## src/rtl/feeder_pkg.sv

```systemverilog
// Shared types and widths for the feeding-wheel controller.
package feeder_pkg;

    typedef enum logic [2:0] {
        IDLE,
        SPIN,
        PARK,
        EMPTY,
        FAULT
    } feeder_state_t;

    localparam int FED_CNT_W = 16;

endpackage

```

## src/rtl/feeder_tick_timer.sv

```systemverilog
// Interval timer: counts enabled ticks while auto_en is high and fires once
// every INTERVAL ticks; dropping auto_en returns it to the start of an interval.
module feeder_tick_timer #(
    parameter int INTERVAL = 1000000
) (
    input  logic clk,
    input  logic rst,
    input  logic en,
    input  logic auto_en,
    output logic timer_fire
);

    localparam int CNT_W = (INTERVAL > 1) ? $clog2(INTERVAL) : 1;
    localparam logic [CNT_W-1:0] LAST = CNT_W'(INTERVAL - 1);

    logic [CNT_W-1:0] cnt;

    // NOTE: non-blocking assignments in clocked blocks so every flop samples pre-edge values.
    always_ff @(posedge clk) begin
        if (rst || !auto_en) begin
            cnt <= '0;
        end else if (en) begin
            cnt <= (cnt == LAST) ? '0 : cnt + 1'b1;
        end
    end

    assign timer_fire = auto_en & en & (cnt == LAST);

endmodule

```

## src/rtl/feeder_ctrl.sv

```systemverilog
// Feeding-wheel sequencer: queues feed requests, spins the wheel for exactly one
// portion, parks on the next sensor rising edge, and flags empty hopper / stuck wheel.
module feeder_ctrl
    import feeder_pkg::*;
#(
    parameter int PERIOD   = 65536,
    parameter int TIMEOUT  = 2 * PERIOD,
    parameter int INTERVAL = 1000000,
    parameter int MAX_PEND = 7
) (
    input  logic                            clk,
    input  logic                            rst,
    input  logic                            en,
    input  logic                            req,
    input  logic                            auto_en,
    input  logic                            clr,
    input  logic                            revolution,
    input  logic                            remain,
    input  logic                            feed,
    output logic                            motor,
    output logic                            busy,
    output logic                            done,
    output logic                            empty,
    output logic                            fault,
    output logic                            ovf,
    output logic [$clog2(MAX_PEND+1)-1:0]   pending,
    output logic [FED_CNT_W-1:0]            fed_count
);

    localparam int PEND_W = $clog2(MAX_PEND + 1);
    localparam int TO_W   = $clog2(TIMEOUT);
    localparam logic [PEND_W-1:0] PEND_MAX = PEND_W'(MAX_PEND);
    localparam logic [TO_W-1:0]   TO_LOAD  = TO_W'(TIMEOUT - 1);

    feeder_state_t   state;
    feeder_state_t   next_state;
    logic [TO_W-1:0] to_cnt;
    logic            to_zero;
    logic            rev_prev;
    logic            rev_rise;
    logic            timer_fire;
    logic            inc;
    logic            dispatch;
    logic            lost;
    logic            motor_d;
    logic            busy_d;
    logic            done_d;
    logic            empty_d;
    logic            fault_d;

    feeder_tick_timer #(
        .INTERVAL (INTERVAL)
    ) u_tick_timer (
        .clk        (clk),
        .rst        (rst),
        .en         (en),
        .auto_en    (auto_en),
        .timer_fire (timer_fire)
    );

    assign rev_rise = revolution & ~rev_prev;
    assign to_zero  = (to_cnt == '0);
    assign inc      = req | timer_fire;
    assign dispatch = (state == IDLE) && en && (pending != '0) && remain;
    assign lost     = inc && !dispatch && (pending == PEND_MAX);

    // State register; the outputs are registered alongside it so motor never
    // sees a combinational path from the inputs.
    always_ff @(posedge clk) begin
        if (rst) begin
            state <= IDLE;
            motor <= 1'b0;
            busy  <= 1'b0;
            done  <= 1'b0;
            empty <= 1'b0;
            fault <= 1'b0;
        end else begin
            state <= next_state;
            motor <= motor_d;
            busy  <= busy_d;
            done  <= done_d;
            empty <= empty_d;
            fault <= fault_d;
        end
    end

    // NOTE: default assignment first so no path leaves next_state unassigned (no latch).
    always_comb begin
        next_state = state;
        if (en) begin
            case (state)
                IDLE:    if (pending != '0) next_state = remain ? SPIN : EMPTY;
                SPIN:    if (feed) next_state = PARK;
                         else if (to_zero) next_state = FAULT;
                PARK:    if (rev_rise) next_state = IDLE;
                         else if (to_zero) next_state = FAULT;
                EMPTY:   if (remain) next_state = IDLE;
                FAULT:   if (clr) next_state = IDLE;
                default: next_state = IDLE;
            endcase
        end
    end

    // Outputs are derived from the state being entered, so they line up with it.
    always_comb begin
        motor_d = (next_state == SPIN) || (next_state == PARK);
        busy_d  = motor_d;
        done_d  = (state == PARK) && (next_state == IDLE);
        empty_d = (next_state == EMPTY);
        fault_d = (next_state == FAULT);
    end

    // Request queue: captured every clk; a simultaneous dispatch cancels the increment.
    always_ff @(posedge clk) begin
        if (rst) begin
            pending <= '0;
            ovf     <= 1'b0;
        end else begin
            if (inc && !dispatch) begin
                if (pending != PEND_MAX) pending <= pending + 1'b1;
            end else if (dispatch && !inc) begin
                pending <= pending - 1'b1;
            end

            if (lost) ovf <= 1'b1;
            else if (en && clr) ovf <= 1'b0;
        end
    end

    // Stuck-wheel guard spans SPIN and PARK together; sensor edge history and
    // portion count only move on enabled ticks.
    always_ff @(posedge clk) begin
        if (rst) begin
            to_cnt    <= TO_LOAD;
            rev_prev  <= 1'b0;
            fed_count <= '0;
        end else if (en) begin
            rev_prev <= revolution;
            if (dispatch) begin
                to_cnt <= TO_LOAD;
            end else if (((state == SPIN) || (state == PARK)) && !to_zero) begin
                to_cnt <= to_cnt - 1'b1;
            end
            if ((state == SPIN) && feed) fed_count <= fed_count + 1'b1;
        end
    end

endmodule

```

## config.mk

```make
export PLATFORM = sky130hd
export DESIGN_NAME = feeder_ctrl
export DESIGN_NICKNAME = d
export VERILOG_FILES = /design/src/rtl/feeder_pkg.sv /design/src/rtl/feeder_tick_timer.sv /design/src/rtl/feeder_ctrl.sv
export SDC_FILE = /design/constraint.sdc
export NUM_CORES = 1
export LEC_CHECK = 0
export CORE_MARGIN = 2
export CORE_UTILIZATION = 60
export CTS_CLUSTER_DIAMETER = 60
export DETAILED_ROUTE_END_ITERATION = 8
export PLACE_DENSITY = 0.84
export SETUP_SLACK_MARGIN = 0.1
export SYNTH_ARGS = -nofsm -noshare
export SYNTH_HDL_FRONTEND = slang
export SYNTH_SLANG_ARGS = --single-unit
```

## constraint.sdc

```tcl
create_clock -name clk -period 5.08 [get_ports clk]
set_input_delay 1.016 -clock clk [delete_from_list [all_inputs] [get_ports clk]]
set_output_delay 1.016 -clock clk [all_outputs]
set_load 0.05 [all_outputs]
```

==> results.ini, run 1 <==
[drt]
dr_total_vias = 2431
wl_per_cell_um = 13.39
dr_wl_met2_um = 2839
routed.top_layer = met4
drcViolationCount = 0
ant_nets = 0
vias_per_cell = 5.438
wl_met1_um = 2745
drt_iter0_markers = 145
firstDrtPassIters = 4
routed_wl_um = 5985
route.met3.wl_um = 323

[timing]
worst_pin_slew_ns = 0.7541
min_period_ns = 3.457
hold_violations = 0
drv_slew = 0
fin_crit_sh_pct = 68.04
fmax_mhz = 289.3
finalClockSkew_ns = 0.006954
rsz0062_at_grt = no
finalSetupTns_ns = 0
setup_viol_count_final = 0
slew_headroom_pct = 49.57

[synth]
yosys_most_used_dff = dfxtp_1
yosysWarnings = 0
synth_seq_area_share_pct = 43.30
syn_avg_cell_area_sq_um = 8.788
syn-instance-count = 342
syn_area_sq_um = 3005
synth_nets = 356
synth_edf_count = 0
synth_async_sr_flop_share_pct = 0
synth_cell_types = 43
ys_seq_elements = 65

[setup_path]
worstPathRequired_ns = 5.32
crit_fanout = 11
cp-end-kind = register
critical_path_arrival_ns = 3.69
start_kind = primary input
crit_type = in -> reg

[cts]
clockBufferDepth = 2
ctsHoldBuffers = 0
numCtsBuffers = 9
htree_levels = 3
clock-sinks = 65
clock_latency_ns = 0.35
cts.reportedPaths.clkPinSlew_ns = 0.07
cts_tree = done
postCtsSetupBuffers = 0
clock-root-buffer = clkbuf_8
postCtsResizedCells = 0

[pwr]
p_leak_uw = 0.001253
vdd_drop_max_uv = 222.0
p_per_area_nw_per_um2 = 365.9

[finish]
antenna-diode-count = 0
nFillCells = 342
final_nets = 389
stdcell_area_sq_um = 3590
drive_gt1_share_pct = 6.053
area.growth.synth_to_final_pct = 19.44

[global_routing]
grt_pass1_wl_um = 9984
grt_util_all_layers_pct = 23.49
antenna_found_initial = 0
grt_pass1_vias = 2315
grt_overflow = 0
grt_max_degree = 21

[floorplan]
io_pins = 34
dieWidth_um = 74.78
die_h_um = 74.78
die_area_sq_um = 5591
start_util_pct = 62.80
num_rows = 25
core-area_sq_um = 4786

[flow_run]
maxCapViolCount = 0

[placed_design]
placed_cell_area_sq_um = 3371
hpwl_um = 4248
place.gp.congestion = 0.8680
port_buffers = 33

[outcome]
status = finished, final reports clean

[hold_path]
hold_path_class = reg -> reg

cells in the mapped netlist (5+ instances only):
cell type	number	area, sq um
nor2_1	53	198.9
or3_1	5	31.28
nor3_1	5	25.02
nand2_1	40	150.1
clkbuf_1	7	26.28
mux2i_1	6	60.06
nand4_1	7	43.79
nor4_1	9	56.30
xor2_1	31	271.5
xnor2_1	19	166.4
and3_1	7	43.79
nor2b_1	8	50.05
and4_1	5	43.79
nand3_1	15	75.07
dfxtp_1	65	1301
o21ai_0	8	40.04
final timing paths:
| path | start | endpoint | slack, ns | depth (start not counted) |
|---|---|---|---|---|
| worst min register to register | to_cnt[16]$_SDFFE_PP1P_ | to_cnt[16]$_SDFFE_PP1P_ | 0.51 | 2 |
| worst max-delay path | en | pending[2]$_SDFFE_PP0P_ | 1.62 | 10 |
| worst max register to register | u_tick_timer.cnt[0]$_SDFFE_PP0P_ | pending[2]$_SDFFE_PP0P_ | 2.55 | 10 |
| worst min-delay path | to_cnt[16]$_SDFFE_PP1P_ | to_cnt[16]$_SDFFE_PP1P_ | 0.51 | 2 |
logic make-up after synthesis:
family          Yosys count  share of synthesized area (%)
fa+ha+maj                 5                          2.331
compound gates           22                          4.996
xor+xnor                 50                          14.57
simple gates            177                          30.18
flops                    65                          43.30
mux                       6                          1.998
buf+inv                  17                          2.623
layer usage:
layer / vias up / global-route usage, %
met1: 1130 / 29.15
met2: 56 / 38.94
met4: 0 / 11.31
met5: - / 0
li1: 1236 / -
met3: 9 / 5.087
placed cells by master (no fill, tap or decap), types with 2 or more instances in the layout:
cell type	n
nand4_1	7
bufinv_16	2
ha_1	4
clkinvlp_4	4
nand3_1	15
and2_1	4
nor3b_1	2
nor4b_1	2
nor3_1	5
o21ai_0	8
mux2i_1	6
and3_1	7
nor4b_2	2
or4_1	2
clkbuf_8	9
nand3b_1	4
buf_4	2
nand2b_1	3
xnor2_1	19
nor2b_1	8
xor2_1	31
or3_1	5
and4_1	5
clkdlybuf4s50_1	33
nor2_1	53
dfxtp_1	65
nor4_1	9
nand2_1	40
inv_1	4
a21oi_1	4
flip-flops by register name, indices dropped and copies added (netlist names):
| name | cells |
|---|---|
| busy | 1 |
| ovf | 1 |
| fed_count | 16 |
| empty | 1 |
| done | 1 |
| rev_prev | 1 |
| state | 3 |
| fault | 1 |
| u_tick_timer.cnt | 20 |
| pending | 3 |
| to_cnt | 17 |
worst max-delay path: stages:
cell and delay (ns):
clkdlybuf4s50_1 0.73, nand4_1 0.22, nor2_1 0.38, a41o_1 0.31, nand2_1 0.11, fa_1 0.40, and3_1 0.16, mux2i_1 0.16
xor2_1 0.16, nor2_1 0.05
power by group:
part | switching (uW) | total [uW] | internal [uW]
logic | 165 | 270 | 105
registers | 32.4 | 567 | 535
clock network | 202 | 477 | 275
total | 400 | 1310 | 914
stage by stage:
| step | setup slack, ns | util, % | cells | hold WS, ns | total power [uW] |
|---|---|---|---|---|---|
| finish | 1.623 | 75.01 | 447 | 0.5072 | 1314 |
| floorplan | 2.331 | - | 342 | 0.4581 | 777.0 |
| global route | 1.405 | 75.01 | 447 | 0.5475 | 1366 |
| CTS | 1.633 | 75.01 | 447 | 0.5056 | 1319 |
| detailed placement | 1.285 | 70.43 | 431 | 0.4878 | 845.8 |
| global placement | 1.432 | 70.43 | 431 | 0.4707 | 837.8 |
layout make-up:
type                    count  area [sq um]  share of cell area, %
repair buffers             35         345.3                  9.620
clock inverters             7         95.09                  2.649
flip-flops and latches     65          1301                  36.25
clock buffers               9         123.9                  3.451
well taps                  67         83.83                  2.335
multi-input cells         260          1625                  45.28
inverters                   4         15.01                 0.4183
No activity file was read; power rests on OpenSTA's default activity.
==> inputs of run 2 (changes only) <==
--- a/config.mk
+++ b/config.mk
@@ -6,10 +6,10 @@
 export NUM_CORES = 1
 export LEC_CHECK = 0
 export CORE_MARGIN = 2
-export CORE_UTILIZATION = 60
+export CORE_UTILIZATION = 50
 export CTS_CLUSTER_DIAMETER = 60
 export DETAILED_ROUTE_END_ITERATION = 8
-export PLACE_DENSITY = 0.84
+export PLACE_DENSITY = 0.75
 export SETUP_SLACK_MARGIN = 0.1
 export SYNTH_ARGS = -nofsm -noshare
 export SYNTH_HDL_FRONTEND = slang
==> constraint.sdc (replaced) <==
create_clock -name clk -period 3.04 [get_ports clk]
set_input_delay 0.608 -clock clk [delete_from_list [all_inputs] [get_ports clk]]
set_output_delay 0.608 -clock clk [all_outputs]
set_load 0.05 [all_outputs]
==> results.ini, run 2 (same netlist as run 1, synthesis figures left out) <==
[setup_path]
worstReg2RegStart = u_tick_timer.cnt[6]$_SDFFE_PP0P_
worstPathRequired_ns = 3.25  ; -2.07 ns
cp-end-kind = register
crit_top_cell = nor2_1
rrSetupSlack_ns = 0.67  ; -1.88 ns
cp_num_buf_inv = 1  ; unchanged
worstPathCellList = clkdlybuf4s50_1, nand4_1, nor2_1, a41o_1, nand2_1, fa_1, and3_1, mux2i_1, xor2_1, nor2_1
cp_slowest_cell = clkdlybuf4s50_1
critPathTopFamily = simple AND/OR/NAND/NOR gates
critical_path_arrival_ns = 2.68  ; -1.01 ns
crit_fanout = 3  ; -8
crit_type = in -> reg
start_kind = primary input
crit_start = en
cpPeakStageDelay_ns = 0.50  ; -0.23 ns

[floorplan]
dieWidth_um = 81.53  ; +9.0%
die_h_um = 81.53  ; +9.0%
core-area_sq_um = 5851  ; +22%
die_area_sq_um = 6647  ; +19%
start_util_pct = 51.37  ; -11 points
num_rows = 28  ; +12%
io_pins = 34  ; unchanged

[drt]
firstDrtPassIters = 4  ; unchanged
dr_total_vias = 2382  ; -2.0%
drt_iter0_markers = 55  ; -62%
routed_wl_um = 5784  ; -3.4%
drcViolationCount = 0  ; unchanged
wl_per_cell_um = 12.57  ; -6.1%
vias_per_cell = 5.178  ; -4.8%
ant_nets = 0  ; unchanged

[finish]
final_nets = 394  ; +1.3%
largest-register = u_tick_timer.cnt
layout_commonest_cell = dfxtp_1
drive_gt1_share_pct = 7.013  ; +0.96 points
fin_cells = 460  ; +2.9%
area.growth.synth_to_final_pct = 21.07
multi_input_comb_area_sq_um = 1625  ; unchanged
largest_register_ffs = 20  ; unchanged
most-common-layout-cells = 65 x dfxtp_1, 53 x nor2_1, 40 x nand2_1
reg_top3 = u_tick_timer.cnt (20), to_cnt (17), fed_count (16)
regArea_sq_um = 1301  ; unchanged
nFillCells = 514  ; +50%
antenna-diode-count = 0  ; unchanged

[cts]
clock-sinks = 65  ; unchanged
clock-root-buffer = clkbuf_8
postCtsResizedCells = 0  ; unchanged
cts_tree = done
htree_levels = 3  ; unchanged
clock_latency_ns = 0.34  ; about the same
cts.reportedPaths.clkPinSlew_ns = 0.06  ; about the same
postCtsSetupBuffers = 0  ; unchanged
ctsHoldBuffers = 0  ; unchanged
clockBufferDepth = 2  ; unchanged
numCtsBuffers = 9  ; unchanged

[timing]
worst_pin_slew_ns = 0.5159  ; -0.2383 ns
finalSetupTns_ns = 0  ; unchanged
min_period_ns = 2.466
finalClockSkew_ns = 0.01205  ; +0.005091 ns
fmax_mhz = 405.6
rsz0062_at_grt = no
drv_slew = 0  ; unchanged
hold_violations = 0  ; unchanged
setup_viol_count_final = 0  ; unchanged
slew_headroom_pct = 65.50  ; +16 points
fin_crit_sh_pct = 81.11

[placed_design]
hpwl_um = 4081  ; -3.9%
port_buffers = 33  ; unchanged
place.gp.congestion = 0.8468  ; -2.4%
place_inst = 444  ; +3.0%

[flow_run]
maxCapViolCount = 0  ; unchanged

[global_routing]
grt_max_degree = 27  ; +29%
antenna_found_initial = 0  ; unchanged
grt_util_all_layers_pct = 19.03  ; -4.5 points
grt_pass1_wl_um = 9666  ; -3.2%
grt_pass1_vias = 2274  ; -1.8%
grt_overflow = 0  ; unchanged

[pwr]
p_per_area_nw_per_um2 = 608.5  ; +66%
vdd_drop_max_uv = 429.4  ; +93%
p_leak_uw = 0.001293  ; +3.2%

[hold_path]
hold_path_class = reg -> reg
worstHoldStart = rev_prev$_SDFFE_PP0P_

[outcome]
status = finished, final reports clean

## run 2: power breakdown
group | leakage (uW) | total (uW) | internal, uW | switching [uW]
clock network | 0.000113 | 808 | 483 | 325
registers | 0.000526 | 948 | 894 | 54.8
logic | 0.000654 | 457 | 181 | 276
## run 2: final cells by class
cell class,instances,share of cell area (%)
Clock inverter,5,2.166
Sequential cell,65,35.76
Inverter,4,0.4127
Multi-Input combinational cell,260,44.67
Tap cell,75,2.579
Timing Repair Buffer,40,10.52
Clock buffer,11,3.886
## run 2: per-stage QoR
stage	utilization, %	hold slack, ns	total power, uW	setup WS (ns)	cell area (sq um)
final	62.19	0.5010	2214	0.5744	3638
after floorplan	-	0.4581	1298	0.6988	3005
after global placement	58.43	0.4683	1416	0.2855	3418
after global routing	62.19	0.5174	2306	0.4210	3638
after CTS	62.19	0.5009	2231	0.5747	3638
after detailed placement	58.43	0.4853	1423	0.2126	3418
## run 2: worst paths after layout
check,to,cells past startpoint
worst max-delay path,pending[2]$_SDFFE_PP0P_,10
worst min-delay path,rev_prev$_SDFFE_PP0P_,2
worst max register to register,pending[2]$_SDFFE_PP0P_,9
worst min register to register,rev_prev$_SDFFE_PP0P_,2
## run 2: worst register-to-register path: cells and delay by family, from the launching register on
| family | cells | cell delay [ns] |
|---|---|---|
| muxes | 1 | 0.17 |
| AOI/OAI and AO/OA | 1 | 0.24 |
| DFF | 1 | 0.37 |
| and+or+nand+nor | 5 | 0.94 |
| xor gates and xnor gates | 1 | 0.16 |
| adders and majority gates | 1 | 0.38 |
## run 2: per-layer routing
layer  track usage [%]  routed length, um  vias up
met5                 0                  0        -
met4             10.00                106        0
met3             4.725                216        8
met2             32.05               2711       37
met1             22.28               2749     1098
li1                  -                  -     1239
==> inputs of run 3 (changes only) <==
--- a/config.mk
+++ b/config.mk
@@ -6,10 +6,10 @@
 export NUM_CORES = 1
 export LEC_CHECK = 0
 export CORE_MARGIN = 2
-export CORE_UTILIZATION = 50
+export CORE_UTILIZATION = 56
 export CTS_CLUSTER_DIAMETER = 60
 export DETAILED_ROUTE_END_ITERATION = 8
-export PLACE_DENSITY = 0.75
+export PLACE_DENSITY = 0.8
 export SETUP_SLACK_MARGIN = 0.1
 export SYNTH_ARGS = -nofsm -noshare
 export SYNTH_HDL_FRONTEND = slang
==> constraint.sdc (replaced) <==
create_clock -name clk -period 2.5 [get_ports clk]
set_input_delay 0.5 -clock clk [delete_from_list [all_inputs] [get_ports clk]]
set_output_delay 0.5 -clock clk [all_outputs]
set_load 0.05 [all_outputs]
==> results.ini, run 3 (same netlist as run 1, synthesis figures left out) <==
[setup_path]
r2r_cells = 9  ; unchanged
worstReg2RegStart = u_tick_timer.cnt[6]$_SDFFE_PP0P_
critical_path_arrival_ns = 2.45  ; -0.23 ns
cpPeakStageDelay_ns = 0.48  ; -0.02 ns
crit_fanout = 2  ; -1
crit_start = en
cp-end-kind = register
worstPathCellList = clkdlybuf4s50_1, nand4_1, nor2_2, a41o_1, nand2_1, fa_1, and3_1, mux2i_1, xor2_1, nor2_1
cp_slowest_cell = clkdlybuf4s50_1
worstPathRequired_ns = 2.73  ; -0.52 ns
crit_type = in -> reg
start_kind = primary input

[floorplan]
io_pins = 34  ; unchanged
start_util_pct = 58.47  ; +7.1 points
core-area_sq_um = 5140  ; -12%
num_rows = 26  ; -7.1%
dieWidth_um = 77.26  ; -5.2%
die_area_sq_um = 5969  ; -10%
die_h_um = 77.26  ; -5.2%

[pwr]
pwr-share-clk_pct = 32.0  ; -4.5 points
pwr-share-comb_pct = 22.8  ; +2.1 points
p_int_uw = 1756  ; +13%
p_per_area_nw_per_um2 = 692.1  ; +14%
p_leak_uw = 0.001320  ; +2.1%
vdd_drop_max_uv = 526.4  ; +23%
p_seq_share_pct = 45.2  ; +2.4 points
p_sw_uw = 792.7  ; +21%
p_sw_share_pct = 31.10  ; +1.5 points

[timing]
hold_violations = 0  ; unchanged
setup_viol_count_final = 0  ; unchanged
slew_headroom_pct = 66.04  ; +0.53 points
worst_pin_slew_ns = 0.5048  ; -0.01104 ns
finalClockSkew_ns = 0.008664  ; -0.003382 ns
drv_slew = 0  ; unchanged
min_period_ns = 2.227
rsz0062_at_grt = no
fmax_mhz = 449.1
fin_crit_sh_pct = 89.08

[finish]
stdcell_area_sq_um = 3682  ; +1.2%
largest_register_ffs = 20  ; unchanged
most-common-layout-cells = 64 x dfxtp_1, 52 x nor2_1, 40 x nand2_1
largest-register = u_tick_timer.cnt
antenna-diode-count = 0  ; unchanged
nFillCells = 398  ; -23%
layout_commonest_cell = dfxtp_1
final_nets = 403  ; +2.3%
drive_gt1_share_pct = 10.18  ; +3.2 points
area.growth.synth_to_final_pct = 22.52
reg_top3 = u_tick_timer.cnt (20), to_cnt (17), fed_count (16)
fin_cells = 463  ; +0.65%

[drt]
wl_per_cell_um = 13.25  ; +5.4%
routed_wl_um = 6135  ; +6.1%
drt_iter0_markers = 85  ; +55%
vias_per_cell = 5.300  ; +2.4%
drcViolationCount = 0  ; unchanged
dr_total_vias = 2454  ; +3.0%
ant_nets = 0  ; unchanged
firstDrtPassIters = 4  ; unchanged

[global_routing]
grt_util_all_layers_pct = 21.32  ; +2.3 points
antenna_found_initial = 0  ; unchanged
grt_max_degree = 22  ; -19%
grt_pass1_vias = 2319  ; +2.0%
grt_pass1_wl_um = 10270  ; +6.3%
grt_overflow = 0  ; unchanged

[cts]
htree_levels = 3  ; unchanged
clock-sinks = 65  ; unchanged
clockBufferDepth = 2  ; unchanged
cts.reportedPaths.clkPinSlew_ns = 0.07  ; about the same
numCtsBuffers = 9  ; unchanged
clock-root-buffer = clkbuf_8
clock_latency_ns = 0.34  ; about the same
cts_tree = done

[hold_path]
worstHoldStart = u_tick_timer.cnt[10]$_SDFFE_PP0P_
hold_path_class = reg -> reg
hold-path-cell-count = 2  ; unchanged

[placed_design]
place.gp.congestion = 0.8031  ; -5.2%
placed_cell_area_sq_um = 3465  ; +1.4%
port_buffers = 33  ; unchanged
hpwl_um = 4413  ; +8.1%
place_inst = 446  ; +0.45%

[flow_run]
maxCapViolCount = 0  ; unchanged

[outcome]
status = finished, final reports clean

==> run 3: cell count changes in the layout (fill, tap and decap cells not counted), sizes merged <==
cell | previous run | this run
buf | 7 | 16
bufinv | 2 | 0
clkbuf | 11 | 13
clkinv | 3 | 1
clkinvlp | 0 | 1
==> run 3: routing by layer <==
layer / part of all wire (%) / global-route usage (%) / wire, um / vias up
li1: - / - / - / 1258
met1: 47 / 26.32 / 2860 / 1146
met2: 48 / 34.87 / 2925 / 38
met3: 4.2 / 5.529 / 257 / 12
met4: 1.5 / 9.643 / 91 / 0
met5: 0 / 0 / 0 / -
==> run 3: power groups by stage <==
| stage | Combinational, uW | Clock, uW | Sequential, uW |
|---|---|---|---|
| 2_1_floorplan | 332 | 0 | 1250 |
| 3_3_place_gp | 566 | 0 | 1170 |
| 3_5_place_dp | 578 | 0 | 1180 |
| 4_1_cts | 580 | 831 | 1150 |
| 5_1_grt | 630 | 879 | 1160 |
| 6_report | 580 | 816 | 1150 |
==> run 3: through the flow <==
step                      hold slack, ns  total power [uW]  util (%)  TNS [ns]  worst slack [ns]
after floorplan                   0.4581              1579         -         0            0.2303
after global placement            0.4686              1739     67.41  -0.03715          -0.03715
after detailed placement          0.4903              1754     67.41   -0.3309           -0.1213
after CTS                         0.5042              2563     70.93         0            0.1822
after global routing              0.5347              2669     71.64         0            0.1185
final                             0.4997              2549     71.64         0            0.2731
==> run 3: area by class of cell <==
class	instances	area, sq um	area share [%]
sequential	65	1303	35.37
clock inverter	2	12.51	0.3398
inverter	4	15.01	0.4077
timing repair buffer	49	450.4	12.23
clock buffer	13	168.9	4.587
multi-input combinational	260	1645	44.68
tap	70	87.58	2.379
==> run 3: worst max-delay path: cells and delay by family <==
kind | cells | cell delay, ns
AO/OA/AOI/OAI | 1 | 0.21
adder cells (fa/ha/maj) | 1 | 0.38
AND/OR/NAND/NOR | 5 | 0.56
XOR/XNOR | 1 | 0.16
multiplexers | 1 | 0.17
buffers and inverters | 1 | 0.48
==> run 3: final timing paths <==
check / endpoint / slack, ns
setup / recovery: pending[2]$_SDFFE_PP0P_ / 0.27
hold / removal: u_tick_timer.cnt[10]$_SDFFE_PP0P_ / 0.50
setup reg to reg: pending[2]$_SDFFE_PP0P_ / 0.29
hold reg to reg: u_tick_timer.cnt[10]$_SDFFE_PP0P_ / 0.50
==> run 3: repair_timing <==
item / CTS / global route
setup buffers: 0 / 2
gates resized for setup: 0 / 5
hold buffers: 0 / 0
endpoints found under the setup margin: 0 / 3
